--- config.mk ---
export PLATFORM = sky130hd
export DESIGN_NAME = uart_rx_fifo_param
export DESIGN_NICKNAME = d
export VERILOG_FILES = /design/src/rtl/uart_rx_fifo_param.sv
export SDC_FILE = /design/constraint.sdc
export NUM_CORES = 1
export LEC_CHECK = 0
export CAP_MARGIN = 20
export CORE_MARGIN = 10
export CORE_UTILIZATION = 50
export CTS_BUF_LIST = sky130_fd_sc_hd__clkbuf_16
export CTS_CLUSTER_DIAMETER = 80
export DETAILED_ROUTE_END_ITERATION = 10
export PLACE_DENSITY = 0.79
export SETUP_SLACK_MARGIN = 0.1
export SLEW_MARGIN = 20
export SYNTH_ARGS = -nofsm -noshare
export SYNTH_HDL_FRONTEND = slang
export SYNTH_SLANG_ARGS = --single-unit
export TNS_END_PERCENT = 5
--- constraint.sdc ---
create_clock -name CLK -period 2.4 [get_ports CLK]
set_input_delay 0.72 -clock CLK [delete_from_list [all_inputs] [get_ports CLK]]
set_output_delay 0.72 -clock CLK [all_outputs]
set_load 0.02 [all_outputs]
--- src/rtl/uart_rx_fifo_param.sv ---
`default_nettype none
// ============================================================================
// Module      : uart_rx_fifo_param
// Description : UART receiver (5-8 data bits, optional parity, 1/2 stop bits,
//               break detection) with 3-sample majority voting on a 16x baud
//               tick, feeding a first-word-fall-through FIFO of 2**FIFO_AW
//               entries. Each entry carries data plus per-byte error flags.
// Revision    : 1.0 - initial release
// ============================================================================
module uart_rx_fifo_param #(
  parameter int FIFO_AW     = 4,
  parameter int SYNC_STAGES = 2
) (
  input  logic               CLK,
  input  logic               aresetn,
  input  logic               baud_tick,
  input  logic               rx,
  input  logic [1:0]         cfg_data_bits,
  input  logic               cfg_parity_en,
  input  logic               cfg_odd,
  input  logic               cfg_two_stop,
  input  logic               rd_en,
  output logic [7:0]         rd_data,
  output logic               rd_parity_err,
  output logic               rd_framing_err,
  output logic               rd_break,
  output logic               empty,
  output logic               full,
  output logic [FIFO_AW:0]   level,
  input  logic [FIFO_AW:0]   threshold,
  output logic               thresh_hit,
  output logic               overflow,
  input  logic               clear_overflow
);

  localparam int                 c_DEPTH_N = 1 << FIFO_AW;
  localparam logic [FIFO_AW:0]   c_DEPTH   = (FIFO_AW+1)'(c_DEPTH_N);
  localparam logic [FIFO_AW:0]   c_LVL_ONE = (FIFO_AW+1)'(1);
  localparam logic [FIFO_AW-1:0] c_PTR_ONE = FIFO_AW'(1);

  localparam logic [2:0] c_IDLE     = 3'd0;
  localparam logic [2:0] c_START    = 3'd1;
  localparam logic [2:0] c_DATA     = 3'd2;
  localparam logic [2:0] c_PARITY   = 3'd3;
  localparam logic [2:0] c_STOP1    = 3'd4;
  localparam logic [2:0] c_STOP2    = 3'd5;
  localparam logic [2:0] c_BRK_WAIT = 3'd6;

  // ---------------------------------------------------------------- receiver
  logic [SYNC_STAGES-1:0] r_sync;
  logic [2:0]             r_state;
  logic [3:0]             r_cnt;
  logic                   r_s7, r_s8;
  logic [2:0]             r_bit_idx;
  logic [7:0]             r_shift;
  logic [1:0]             r_nbits;
  logic                   r_par_en, r_odd, r_two_stop;
  logic                   r_par_bit, r_perr, r_ferr;
  logic                   r_push;
  logic [10:0]            r_entry;   // {break, framing, parity, data[7:0]}

  logic w_rxs, w_bit, w_resolve, w_last_bit;

  assign w_rxs      = r_sync[SYNC_STAGES-1];
  // Third vote is the live sample taken at count 9.
  assign w_bit      = (r_s7 & r_s8) | (r_s7 & w_rxs) | (r_s8 & w_rxs);
  assign w_resolve  = baud_tick && (r_cnt == 4'd9);
  // Last data bit index is 4..7, which is exactly {1, cfg_data_bits}.
  assign w_last_bit = (r_bit_idx == {1'b1, r_nbits});

  // rx synchroniser, idles high so reset never looks like a start bit
  always_ff @(posedge CLK or negedge aresetn) begin
    if (!aresetn) r_sync <= '1;
    else          r_sync <= {r_sync[SYNC_STAGES-2:0], rx};
  end

  // Bit timing, majority sampling and frame state machine
  always_ff @(posedge CLK or negedge aresetn) begin
    if (!aresetn) begin
      r_state    <= c_IDLE;
      r_cnt      <= 4'd0;
      r_s7       <= 1'b1;
      r_s8       <= 1'b1;
      r_bit_idx  <= 3'd0;
      r_shift    <= 8'h00;
      r_nbits    <= 2'd0;
      r_par_en   <= 1'b0;
      r_odd      <= 1'b0;
      r_two_stop <= 1'b0;
      r_par_bit  <= 1'b0;
      r_perr     <= 1'b0;
      r_ferr     <= 1'b0;
      r_push     <= 1'b0;
      r_entry    <= 11'd0;
    end else begin
      r_push <= 1'b0;
      if (baud_tick && (r_state != c_IDLE)) begin
        r_cnt <= r_cnt + 4'd1;
        if (r_cnt == 4'd7) r_s7 <= w_rxs;
        if (r_cnt == 4'd8) r_s8 <= w_rxs;
      end
      case (r_state)
        c_IDLE: begin
          if (baud_tick && !w_rxs) begin
            r_cnt      <= 4'd0;
            r_state    <= c_START;
            r_nbits    <= cfg_data_bits;
            r_par_en   <= cfg_parity_en;
            r_odd      <= cfg_odd;
            r_two_stop <= cfg_two_stop;
            r_shift    <= 8'h00;
            r_bit_idx  <= 3'd0;
            r_par_bit  <= 1'b0;
            r_perr     <= 1'b0;
            r_ferr     <= 1'b0;
          end
        end
        c_START: begin
          if (w_resolve) r_state <= w_bit ? c_IDLE : c_DATA;
        end
        c_DATA: begin
          if (w_resolve) begin
            r_shift[r_bit_idx] <= w_bit;
            r_bit_idx          <= r_bit_idx + 3'd1;
            if (w_last_bit) r_state <= r_par_en ? c_PARITY : c_STOP1;
          end
        end
        c_PARITY: begin
          if (w_resolve) begin
            r_par_bit <= w_bit;
            r_perr    <= ((^r_shift) ^ w_bit) != r_odd;
            r_state   <= c_STOP1;
          end
        end
        c_STOP1: begin
          if (w_resolve) begin
            if (!w_bit && (r_shift == 8'h00) && !r_par_bit) begin
              // Line held low through the whole frame: report a break.
              r_push  <= 1'b1;
              r_entry <= {1'b1, 1'b1, 1'b0, 8'h00};
              r_state <= c_BRK_WAIT;
            end else if (r_two_stop) begin
              r_ferr  <= !w_bit;
              r_state <= c_STOP2;
            end else begin
              r_push  <= 1'b1;
              r_entry <= {1'b0, !w_bit, r_perr, r_shift};
              r_state <= c_IDLE;
            end
          end
        end
        c_STOP2: begin
          if (w_resolve) begin
            r_push  <= 1'b1;
            r_entry <= {1'b0, r_ferr | !w_bit, r_perr, r_shift};
            r_state <= c_IDLE;
          end
        end
        c_BRK_WAIT: begin
          if (w_rxs) r_state <= c_IDLE;
        end
        default: r_state <= c_IDLE;
      endcase
    end
  end

  // -------------------------------------------------------------------- FIFO
  logic [10:0]        r_mem [0:c_DEPTH_N-1];
  logic [FIFO_AW-1:0] r_wptr, r_rptr;
  logic [FIFO_AW:0]   r_level;
  logic               r_empty, r_full, r_ovf, r_thresh;
  logic               w_pop, w_wr, w_ovf_set;
  logic [FIFO_AW:0]   w_level_next;
  logic [10:0]        w_head;

  // A pop frees a slot in the same cycle, so a full FIFO still takes the push.
  assign w_pop     = rd_en && !r_empty;
  assign w_wr      = r_push && (!r_full || w_pop);
  assign w_ovf_set = r_push && r_full && !w_pop;

  // Occupancy after this cycle's accepted push/pop
  always_comb begin
    w_level_next = r_level;
    if (w_wr && !w_pop)      w_level_next = r_level + c_LVL_ONE;
    else if (!w_wr && w_pop) w_level_next = r_level - c_LVL_ONE;
  end

  // Entry storage; contents are don't-care until pointed at by valid level
  always_ff @(posedge CLK) begin
    if (w_wr) r_mem[r_wptr] <= r_entry;
  end

  // Pointers, registered status flags and sticky overflow
  always_ff @(posedge CLK or negedge aresetn) begin
    if (!aresetn) begin
      r_wptr   <= '0;
      r_rptr   <= '0;
      r_level  <= '0;
      r_empty  <= 1'b1;
      r_full   <= 1'b0;
      r_ovf    <= 1'b0;
      r_thresh <= 1'b0;
    end else begin
      if (w_wr)  r_wptr <= r_wptr + c_PTR_ONE;
      if (w_pop) r_rptr <= r_rptr + c_PTR_ONE;
      r_level  <= w_level_next;
      r_empty  <= (w_level_next == '0);
      r_full   <= (w_level_next == c_DEPTH);
      r_thresh <= (w_level_next >= threshold);
      if (w_ovf_set)           r_ovf <= 1'b1;
      else if (clear_overflow) r_ovf <= 1'b0;
    end
  end

  assign w_head         = r_mem[r_rptr];
  assign rd_data        = r_empty ? 8'h00 : w_head[7:0];
  assign rd_parity_err  = r_empty ? 1'b0  : w_head[8];
  assign rd_framing_err = r_empty ? 1'b0  : w_head[9];
  assign rd_break       = r_empty ? 1'b0  : w_head[10];
  assign empty          = r_empty;
  assign full           = r_full;
  assign level          = r_level;
  assign thresh_hit     = r_thresh;
  assign overflow       = r_ovf;

endmodule
`default_nettype wire

==> run summary <==
fraction of registers with async set/reset = 0.251
Die Span X = 161 um
largest net degree at the start of global routing = 46
initial core utilization = 0.511
Final Critical Period = 2970 ps
synth top area cells = edfxtp_1 53%, dfrtp_1 14%, mux4_2 7.0%
worst slack at placement = -707 ps
delay-heaviest family, CP = multiplexers
row count = 51
vias in the first global route = 6222
register area share after synthesis = 0.679
clock-pin slew on the worst setup and hold paths = 60 ps
via-per-instance ratio = 5.79
fillcell total = 1379
Worst Path Max Fanout = 7
GP Congestion = 0.880
unrepaired setup endpoints after global routing = yes
TritonCTS clock tree = yes
worst vdd ir = 0.684 mV
cells after synthesis = 642
Post-route DRC = 0
CP Capture Type = output pin
distinct cell type count after synthesis = 62
Slew @ Worst Pin = 759 ps
Seq cells post-synth = 235
largest area contributor in the netlist = edfxtp_1
Ys Warns = 0
layout cells sized above 1 = 0.271
number of synthesized flops with an enable pin = 176
Min-Delay Path Class = in -> async
Area after DPL = 11200 um2
worst skew pair latency = 520 ps
setup TNS = -5850 ps
main flop type after synthesis = edfxtp_1
final period utilization = 1.24
Max-Cap Viols = 0
antenna violations before repair = 0
final setup margin = -570 ps
first-pass GRT wire length = 34200 um
initial drt markers = 530
failing checks = setup timing
# port buffers = 35
DR WL/cell = 20.9 um
element type at the critical path start = flop
crit path DAT = 2250 ps
Final ANT Viol Nets = 0
post-layout util = 0.627
final wirelength = 21400 um
CP Data Required Time = 1680 ps
fin area = 12200 um2
slowest stage cell on the critical path = mux4_2
clk root buf = clkbuf_16
post-synth net total = 678
Largest stage delay, worst path = 510 ps
critical setup path kind = reg -> out
Core ar. = 19500 um2
Initial DRT Pass Iterations = 5
CP Buf/Inv Count = 3
die span in y = 161 um
Max Fclk = 337 MHz
Pwr Density = 1050 nW/um2
Post-Syn Area = 9970 um2
Max clock buf depth = 3
status = complete, but fails checks
CTS H-Tree Depth = 1
Syn-to-layout area delta = 22.8%
via count = 5931
die area = 26000 um2
hold buffer count at CTS = 0
CTS Buf Count = 24
Ant. Diodes = 0
Mean Syn Cell Area = 15.5 um2
Final Power = 12.9 mW
number of setup violations in the final report = 11
Worst slew margin = 0.494
final net count = 777
I/O pin count = 36
overall routing resource usage = 0.163
Hold Vio Cnt, Final = 0
half-perimeter wire length after placement = 13700 um
CTS sink count = 235
Lkg Pwr = 4.65 nW
Yosys top cell area share = 0.530
GR Overflow Total = 0
CP Cell Sequence = buf_6 -> buf_12 -> mux4_2 -> mux2i_2 -> o22ai_1 -> buf_2
Setup Skew = 28.3 ps
Slew Limit Fails = 0
==> kinds of logic (layout without fill, tap and decap cells) <==
logic type | count (synthesis) | after routing | share of synthesized area
AND/OR/NAND/NOR | 155 | 155 | 0.0824
flip-flops | 235 | 235 | 0.679
XOR/XNOR | 20 | 20 | 0.0176
buffers and inverters | 55 | 172 | 0.0231
multiplexers | 66 | 66 | 0.107
AO/OA/AOI/OAI | 90 | 90 | 0.0655
adder cells (fa/ha/maj) | 21 | 21 | 0.0262
==> registers in the layout (all words and copies together), names as in the netlist, 2 cells and up <==
name,cells
level,5
r_bit_idx,3
r_cnt,4
r_entry,11
r_mem,176
r_nbits,2
r_rptr,4
r_shift,8
r_state,3
r_sync,2
r_wptr,4
==> per-stage QoR <==
| stage | instances | hold slack [ps] |
|---|---|---|
| global route | 1024 | 148 |
| floorplan | 642 | 345 |
| global placement | 968 | 347 |
| CTS | 1024 | 143 |
| detailed placement | 968 | 347 |
| finish | 1024 | 146 |
==> what timing repair did <==
action	in CTS	in global routing
gates resized for setup	118	6
hold endpoints to repair	0	0
cloned	2	0
pin swaps	23	5
buffers inserted	10	0
endpoints found under the setup margin	16	13
==> synth_stat cells (all sizes together), types with 2 or more instances <==
master  number
edfxtp     176
dfrtp       54
nand2       52
mux4        31
mux2i       24
inv         23
nor2b       22
ha          20
nor2        20
o21ai       19
clkbuf      17
xnor2       17
buf         15
a211oi      14
a22o        11
mux2        11
a21oi        8
a22oi        8
and3         8
nand3        7
and2         6
and4         6
nand2b       6
nand4        6
nor3         6
dfstp        5
nor3b        4
o211ai       4
and2b        3
nand4b       3
xor2         3
a21o         2
a221o        2
a32oi        2
nand3b       2
o21a         2
o22a         2
o22ai        2
o311ai       2
==> per-layer routing <==
| layer | up-vias | GRT usage | routed length, um |
|---|---|---|---|
| met5 | - | 0 | 0 |
| met4 | 0 | 0.0467 | 510 |
| li1 | 2661 | - | - |
| met3 | 45 | 0.0282 | 1220 |
| met2 | 218 | 0.283 | 10900 |
| met1 | 3007 | 0.204 | 8760 |
==> worst paths after layout <==
kind | end | from | cells past startpoint | slack [ps]
min in group CLK | r_sync[1] | r_sync[0] | 0 | 360
setup reg to reg | thresh_hit | empty | 8 | 280
max in group asynchronous | r_sync[0] | aresetn | 2 | 1610
hold reg to reg | r_sync[1] | r_sync[0] | 0 | 360
setup / recovery | rd_data[6] | r_rptr[0] | 6 | -570
hold / removal | r_rptr[3] | aresetn | 1 | 150
==> where the power goes <==
group	internal [mW]	switching, mW	total [mW]
sequential	4.69	0.406	5.10
clock	1.82	1.46	3.28
combinational	2.16	2.34	4.50
==> layout make-up <==
class / instances / area (um2) / area share
flip-flops and latches: 235 / 6770 / 0.553
multi-input cells: 352 / 3170 / 0.259
clock buffers: 24 / 601 / 0.0491
inverters: 23 / 86.3 / 0.00705
well taps: 265 / 332 / 0.0271
repair buffers: 105 / 1180 / 0.0963
clock inverters: 20 / 100 / 0.00818
==> cells in the final DEF, fill, tap and decap left out, types with 6 or more instances in the layout <==
cell,count
o21ai_0,8
nand2_2,8
and2_1,6
mux2_2,10
nor2_1,20
a22o_1,11
mux4_2,31
clkbuf_16,24
a22oi_2,6
dfrtp_1,53
nand4_1,6
ha_1,20
nand2_1,44
a211oi_2,7
a21oi_1,7
a211oi_1,6
buf_6,15
o21ai_1,8
nand3_1,7
buf_4,39
and3_1,8
nor2b_1,15
xnor2_1,16
inv_1,33
clkdlybuf4s50_1,17
edfxtp_1,176
and4_1,6
mux2i_1,23
buf_12,19
Power figures use the tool's default switching activity.
